## src/rtl/uart_ctrl_pkg.sv

```systemverilog
`default_nettype none
// +----------------------------------------------------------------------+
// | uart_ctrl_pkg                                                          |
// | State encoding and header tag shared by the UART transmit arbiter.    |
// | Revision: 1.0                                                          |
// +----------------------------------------------------------------------+
package uart_ctrl_pkg;

  localparam logic [1:0] ST_IDLE       = 2'd0;
  localparam logic [1:0] ST_HDR_WAIT   = 2'd1;
  localparam logic [1:0] ST_DATA_START = 2'd2;
  localparam logic [1:0] ST_DATA_WAIT  = 2'd3;

  localparam logic [3:0] HDR_TAG = 4'hA;

  typedef enum logic [1:0] {
    IDLE       = ST_IDLE,
    HDR_WAIT   = ST_HDR_WAIT,
    DATA_START = ST_DATA_START,
    DATA_WAIT  = ST_DATA_WAIT
  } state_t;

endpackage
`default_nettype wire

```

## src/rtl/rr_arbiter.sv

```systemverilog
`default_nettype none
// +----------------------------------------------------------------------+
// | rr_arbiter                                                             |
// | Combinational round-robin pick: first set request at or after ptr.    |
// | Revision: 1.0                                                          |
// +----------------------------------------------------------------------+
module rr_arbiter #(
  parameter  int N  = 4,
  localparam int IW = (N > 1) ? $clog2(N) : 1
) (
  input  logic [N-1:0]  req,
  input  logic [IW-1:0] ptr,
  output logic          gnt_valid,
  output logic [IW-1:0] gnt_idx
);

  // Scan offsets from farthest to nearest so the nearest hit is written last.
  always_comb begin
    gnt_valid = 1'b0;
    gnt_idx   = '0;
    for (int k = N - 1; k >= 0; k--) begin
      if (req[(int'(ptr) + k) % N]) begin
        gnt_valid = 1'b1;
        gnt_idx   = IW'((int'(ptr) + k) % N);
      end
    end
  end

endmodule
`default_nettype wire

```

## src/rtl/uart_tx_arbiter.sv

```systemverilog
`default_nettype none
// +----------------------------------------------------------------------+
// | uart_tx_arbiter                                                        |
// | Round-robin sharing of one UART transmitter, optional ID header,      |
// | watchdog abort on a missing tx_done.                                  |
// | Revision: 1.0                                                          |
// +----------------------------------------------------------------------+
module uart_tx_arbiter
  import uart_ctrl_pkg::*;
#(
  parameter  int NUM_REQ        = 4,
  parameter  int ID_HEADER      = 1,
  parameter  int TIMEOUT_CYCLES = 200000,
  localparam int C_IDW          = (NUM_REQ > 1) ? $clog2(NUM_REQ) : 1,
  localparam int C_WDW          = $clog2(TIMEOUT_CYCLES + 1)
) (
  input  logic                   clk,
  input  logic                   reset,
  input  logic [NUM_REQ-1:0]     req_valid,
  input  logic [8*NUM_REQ-1:0]   req_data,
  output logic [NUM_REQ-1:0]     req_ack,
  output logic                   tx_start,
  output logic [7:0]             tx_data,
  input  logic                   tx_done,
  output logic                   busy,
  output logic [C_IDW-1:0]       grant_id,
  output logic                   timeout_err
);

  state_t             r_state;
  logic [C_IDW-1:0]   r_rr_ptr;
  logic [7:0]         r_payload;
  logic [C_WDW-1:0]   r_wd;

  logic               w_gnt_valid;
  logic [C_IDW-1:0]   w_gnt_idx;
  logic [7:0]         w_req_byte;
  logic               w_wd_expired;

  rr_arbiter #(.N(NUM_REQ)) u_rr_arbiter (
    .req       (req_valid),
    .ptr       (r_rr_ptr),
    .gnt_valid (w_gnt_valid),
    .gnt_idx   (w_gnt_idx)
  );

  assign w_req_byte   = req_data[8*int'(w_gnt_idx) +: 8];
  // Expiry is judged on the edge that would bring the count to TIMEOUT_CYCLES.
  assign w_wd_expired = (r_wd == C_WDW'(TIMEOUT_CYCLES - 1));
  assign busy         = (r_state != IDLE);

  always_ff @(posedge clk or posedge reset) begin
    if (reset) begin
      r_state     <= IDLE;
      r_rr_ptr    <= '0;
      r_payload   <= 8'h00;
      r_wd        <= '0;
      req_ack     <= '0;
      tx_start    <= 1'b0;
      tx_data     <= 8'h00;
      grant_id    <= '0;
      timeout_err <= 1'b0;
    end else begin
      req_ack     <= '0;
      tx_start    <= 1'b0;
      timeout_err <= 1'b0;
      if ((r_state == HDR_WAIT || r_state == DATA_WAIT) && r_wd != C_WDW'(TIMEOUT_CYCLES))
        r_wd <= r_wd + C_WDW'(1);
      case (r_state)
        IDLE: begin
          if (w_gnt_valid) begin
            r_payload <= w_req_byte;
            grant_id  <= w_gnt_idx;
            req_ack   <= NUM_REQ'(1) << w_gnt_idx;
            r_rr_ptr  <= (w_gnt_idx == C_IDW'(NUM_REQ - 1)) ? '0 : w_gnt_idx + C_IDW'(1);
            tx_start  <= 1'b1;
            r_wd      <= '0;
            if (ID_HEADER != 0) begin
              tx_data <= {HDR_TAG, 4'(w_gnt_idx)};
              r_state <= HDR_WAIT;
            end else begin
              tx_data <= w_req_byte;
              r_state <= DATA_WAIT;
            end
          end
        end
        HDR_WAIT: begin
          if (tx_done) begin
            r_state <= DATA_START;
          end else if (w_wd_expired) begin
            timeout_err <= 1'b1;
            r_payload   <= 8'h00;
            r_state     <= IDLE;
          end
        end
        DATA_START: begin
          tx_start <= 1'b1;
          tx_data  <= r_payload;
          r_wd     <= '0;
          r_state  <= DATA_WAIT;
        end
        DATA_WAIT: begin
          if (tx_done) begin
            r_state <= IDLE;
          end else if (w_wd_expired) begin
            timeout_err <= 1'b1;
            r_payload   <= 8'h00;
            r_state     <= IDLE;
          end
        end
        default: r_state <= IDLE;
      endcase
    end
  end

endmodule
`default_nettype wire

```

## config.mk

```make
export PLATFORM = sky130hd
export DESIGN_NAME = uart_tx_arbiter
export DESIGN_NICKNAME = d
export VERILOG_FILES = /design/src/rtl/uart_ctrl_pkg.sv /design/src/rtl/rr_arbiter.sv /design/src/rtl/uart_tx_arbiter.sv
export SDC_FILE = /design/constraint.sdc
export NUM_CORES = 1
export LEC_CHECK = 0
export CORE_UTILIZATION = 40
export CTS_BUF_LIST = sky130_fd_sc_hd__clkbuf_8 sky130_fd_sc_hd__clkbuf_16
export DETAILED_ROUTE_END_ITERATION = 10
export PLACE_DENSITY = 0.66
export SETUP_SLACK_MARGIN = 0.02
export SLEW_MARGIN = 20
export SYNTH_ARGS = -nofsm -noshare
export SYNTH_HDL_FRONTEND = slang
export SYNTH_SLANG_ARGS = --single-unit
```

## constraint.sdc

```tcl
create_clock -name clk -period 2.8 [get_ports clk]
set_clock_uncertainty 0.2 [all_clocks]
set_input_delay 0.42 -clock clk [delete_from_list [all_inputs] [get_ports clk]]
set_output_delay 0.42 -clock clk [all_outputs]
set_load 0.1 [all_outputs]
```

==> reports/metrics.cfg <==
[logic_synthesis]
syn_avg_cell_area_sq_um=10.9
seq_area_frac_synth_pct=47.7
synth.top_cell.area_share_pct=47.7
synthArstFlopShare_pct=100
synth_edf_count=0
synth.most_common_cell=dfrtp_1
yosys-top-cells-area=dfrtp_1, mux2i_1, nand2_1, ha_1, nor2_1
ys.flop_type=dfrtp_1
netlist_area_sq_um=2410
synthTopCellsByCount=dfrtp_1, nand2_1, mux2i_1
yosysUniqueCellTypes=49
yosysTopAreaCell=dfrtp_1
ys_warn_count=0
synth_nets=266
ys_seq_elements=46
postSynthCellCount=221

[cells_and_area]
drive_gt1_share_pct=16.7
nNetsFinal=325
num_antenna_cells=0
final_area_sq_um=3110
areaGrowthSynthToFinish_pct=28.8

[sta]
fmax_ghz=0.434
hold_violations=0
min_period_ns=2.31
rsz0062_at_grt=no
fin_tns_setup_ns=0
fin_ws_ns=0.494
relSlewSlack_pct=64.0
setup_viol=0
post-route-period-util_pct=82.4
slew_viol_final=0
worst_slew_pin_slew_ns=0.534

[clocking]
path_clk_slew_ns=0.09
post-cts-setup-buffers=0
cts-buffers-inserted=5
cts.path.max_buffers=2
cts_tree=done
hold_buffers=0
clock_tree.root_cell=clkbuf_8
insertion_delay_ns=0.30
htreeDepth=2
ctsResizeCount=0
cts.sink_count=46

[placement]
dp_slack_ns=0.146
port_buffers=55
place_congestion=0.805
dpl_cell_area_sq_um=3000
place_hpwl_mm=3.91

[global_routing]
grt_util_all_layers_pct=17.9
antenna_found_initial=0
grt_first_pass_wirelength_mm=8.73
grt_max_degree=25
grt_pass1_vias=1807
overflow=0

[route]
firstDrtPassIters=4
drt_wl_total_mm=5.18
drt_iter0_drc=97
drc=0
wire_per_inst_um=14.7
postRouteAntennaNets=0
via_per_inst=5.27
via_count=1861

[floorplan]
dieArea_sq_um=6350
coreArea_sq_um=5680
die-height_um=79.7
start_util_pct=42.5
rows=27
die_w_um=79.7
io_pins=56

[critical_path]
endpoint_kind=register
crit_start=req_valid[0]
required_ns=2.81
arrival_ns=2.32
critPathKind=input port to register
crit_fanout=8
start_kind=input port
r2r-start=r_wd[0]$_DFF_PP0_

[power_and_ir_drop]
ir_drop_mv=0.580
p_per_area_nw_per_um2=802
p_leak_uw=0.00144
total_power_uw=2490

[job]
maxCapViolCount=0

[worst_hold_path]
hp-class=input port to asynchronous set/reset pin

[status]
outcome=completed

==> stage by stage <==
stage	util, %	hold WS [ns]	cells
floorplan	-	0.255	221
global placement	52.9	0.274	345
detailed placement	52.9	0.279	345
CTS	54.8	0.294	353
global route	54.8	0.329	353
finish	54.8	0.273	353
==> kinds of logic (layout without fill, tap and decap cells) <==
family / after synthesis / in the layout / synth area share, %
compound gates: 33 / 33 / 11.9
xor+xnor: 13 / 13 / 4.72
fa+ha+maj: 6 / 6 / 3.11
buf+inv: 20 / 80 / 4.30
flops: 46 / 46 / 47.7
mux: 22 / 22 / 9.22
simple gates: 81 / 81 / 19.1
==> cell usage in the layout, fill, tap and decap left out, types with 2 or more instances in the layout <==
cell type,n
mux2i_1,20
nand2_1,22
or3_1,2
mux2_2,2
nand3_1,2
and4_1,2
xor2_1,8
inv_2,2
dfrtp_1,46
o221ai_1,8
a22o_1,4
nor4_1,2
buf_4,20
nand4_1,5
a21oi_1,5
o211ai_1,2
clkbuf_8,8
xnor2_1,5
clkdlybuf4s50_1,38
o22a_1,2
nand2b_1,2
o31ai_1,2
o21ai_1,2
and3_1,10
o21ai_0,3
nor2_1,19
inv_1,10
ha_1,6
or2_2,2
==> layer usage <==
layer | GRT usage, % | up-vias | part of all wire [%]
met4 | 5.82 | 0 | 1.2
met1 | 24.3 | 908 | 45
met3 | 3.43 | 6 | 2.8
met5 | 0 | - | 0
li1 | - | 910 | -
met2 | 28.5 | 37 | 51
==> sequential cells by signal (all words and copies together) (netlist names) <==
signal       count
r_payload        8
r_wd            18
timeout_err      1
r_rr_ptr         2
tx_start         1
tx_data          8
r_state          2
grant_id         2
req_ack          4
==> worst max-delay path: stages <==
cell	delay (ns)
clkdlybuf4s50_1	0.51
nor4_1	0.54
nor3_2	0.19
a31oi_2	0.44
nand2_1	0.12
o221ai_1	0.08
==> final timing paths <==
path	to	slack [ns]	cells past startpoint
min	timeout_err$_DFF_PP0_	0.27	2
min in group clk	tx_data[0]$_DFFE_PP0P_	0.29	2
max reg2reg	r_payload[1]$_DFFE_PP0P_	0.79	6
min reg2reg	tx_data[0]$_DFFE_PP0P_	0.29	2
max in group asynchronous	r_wd[12]$_DFF_PP0_	1.57	3
max	r_payload[1]$_DFFE_PP0P_	0.49	6
==> power breakdown <==
| part | total [uW] | internal, uW | switching, uW |
|---|---|---|---|
| clock network | 468 | 249 | 219 |
| registers | 936 | 814 | 122 |
| logic | 1090 | 361 | 728 |
==> area by class of cell <==
type / instances / area (sq um)
fill: 510 / 2560
multi-input combinational: 155 / 1160
sequential: 46 / 1150
timing repair buffer: 59 / 551
clock buffer: 8 / 110
tap: 72 / 90.1
inverter: 13 / 48.8
No activity file was read; power rests on OpenSTA's default activity.
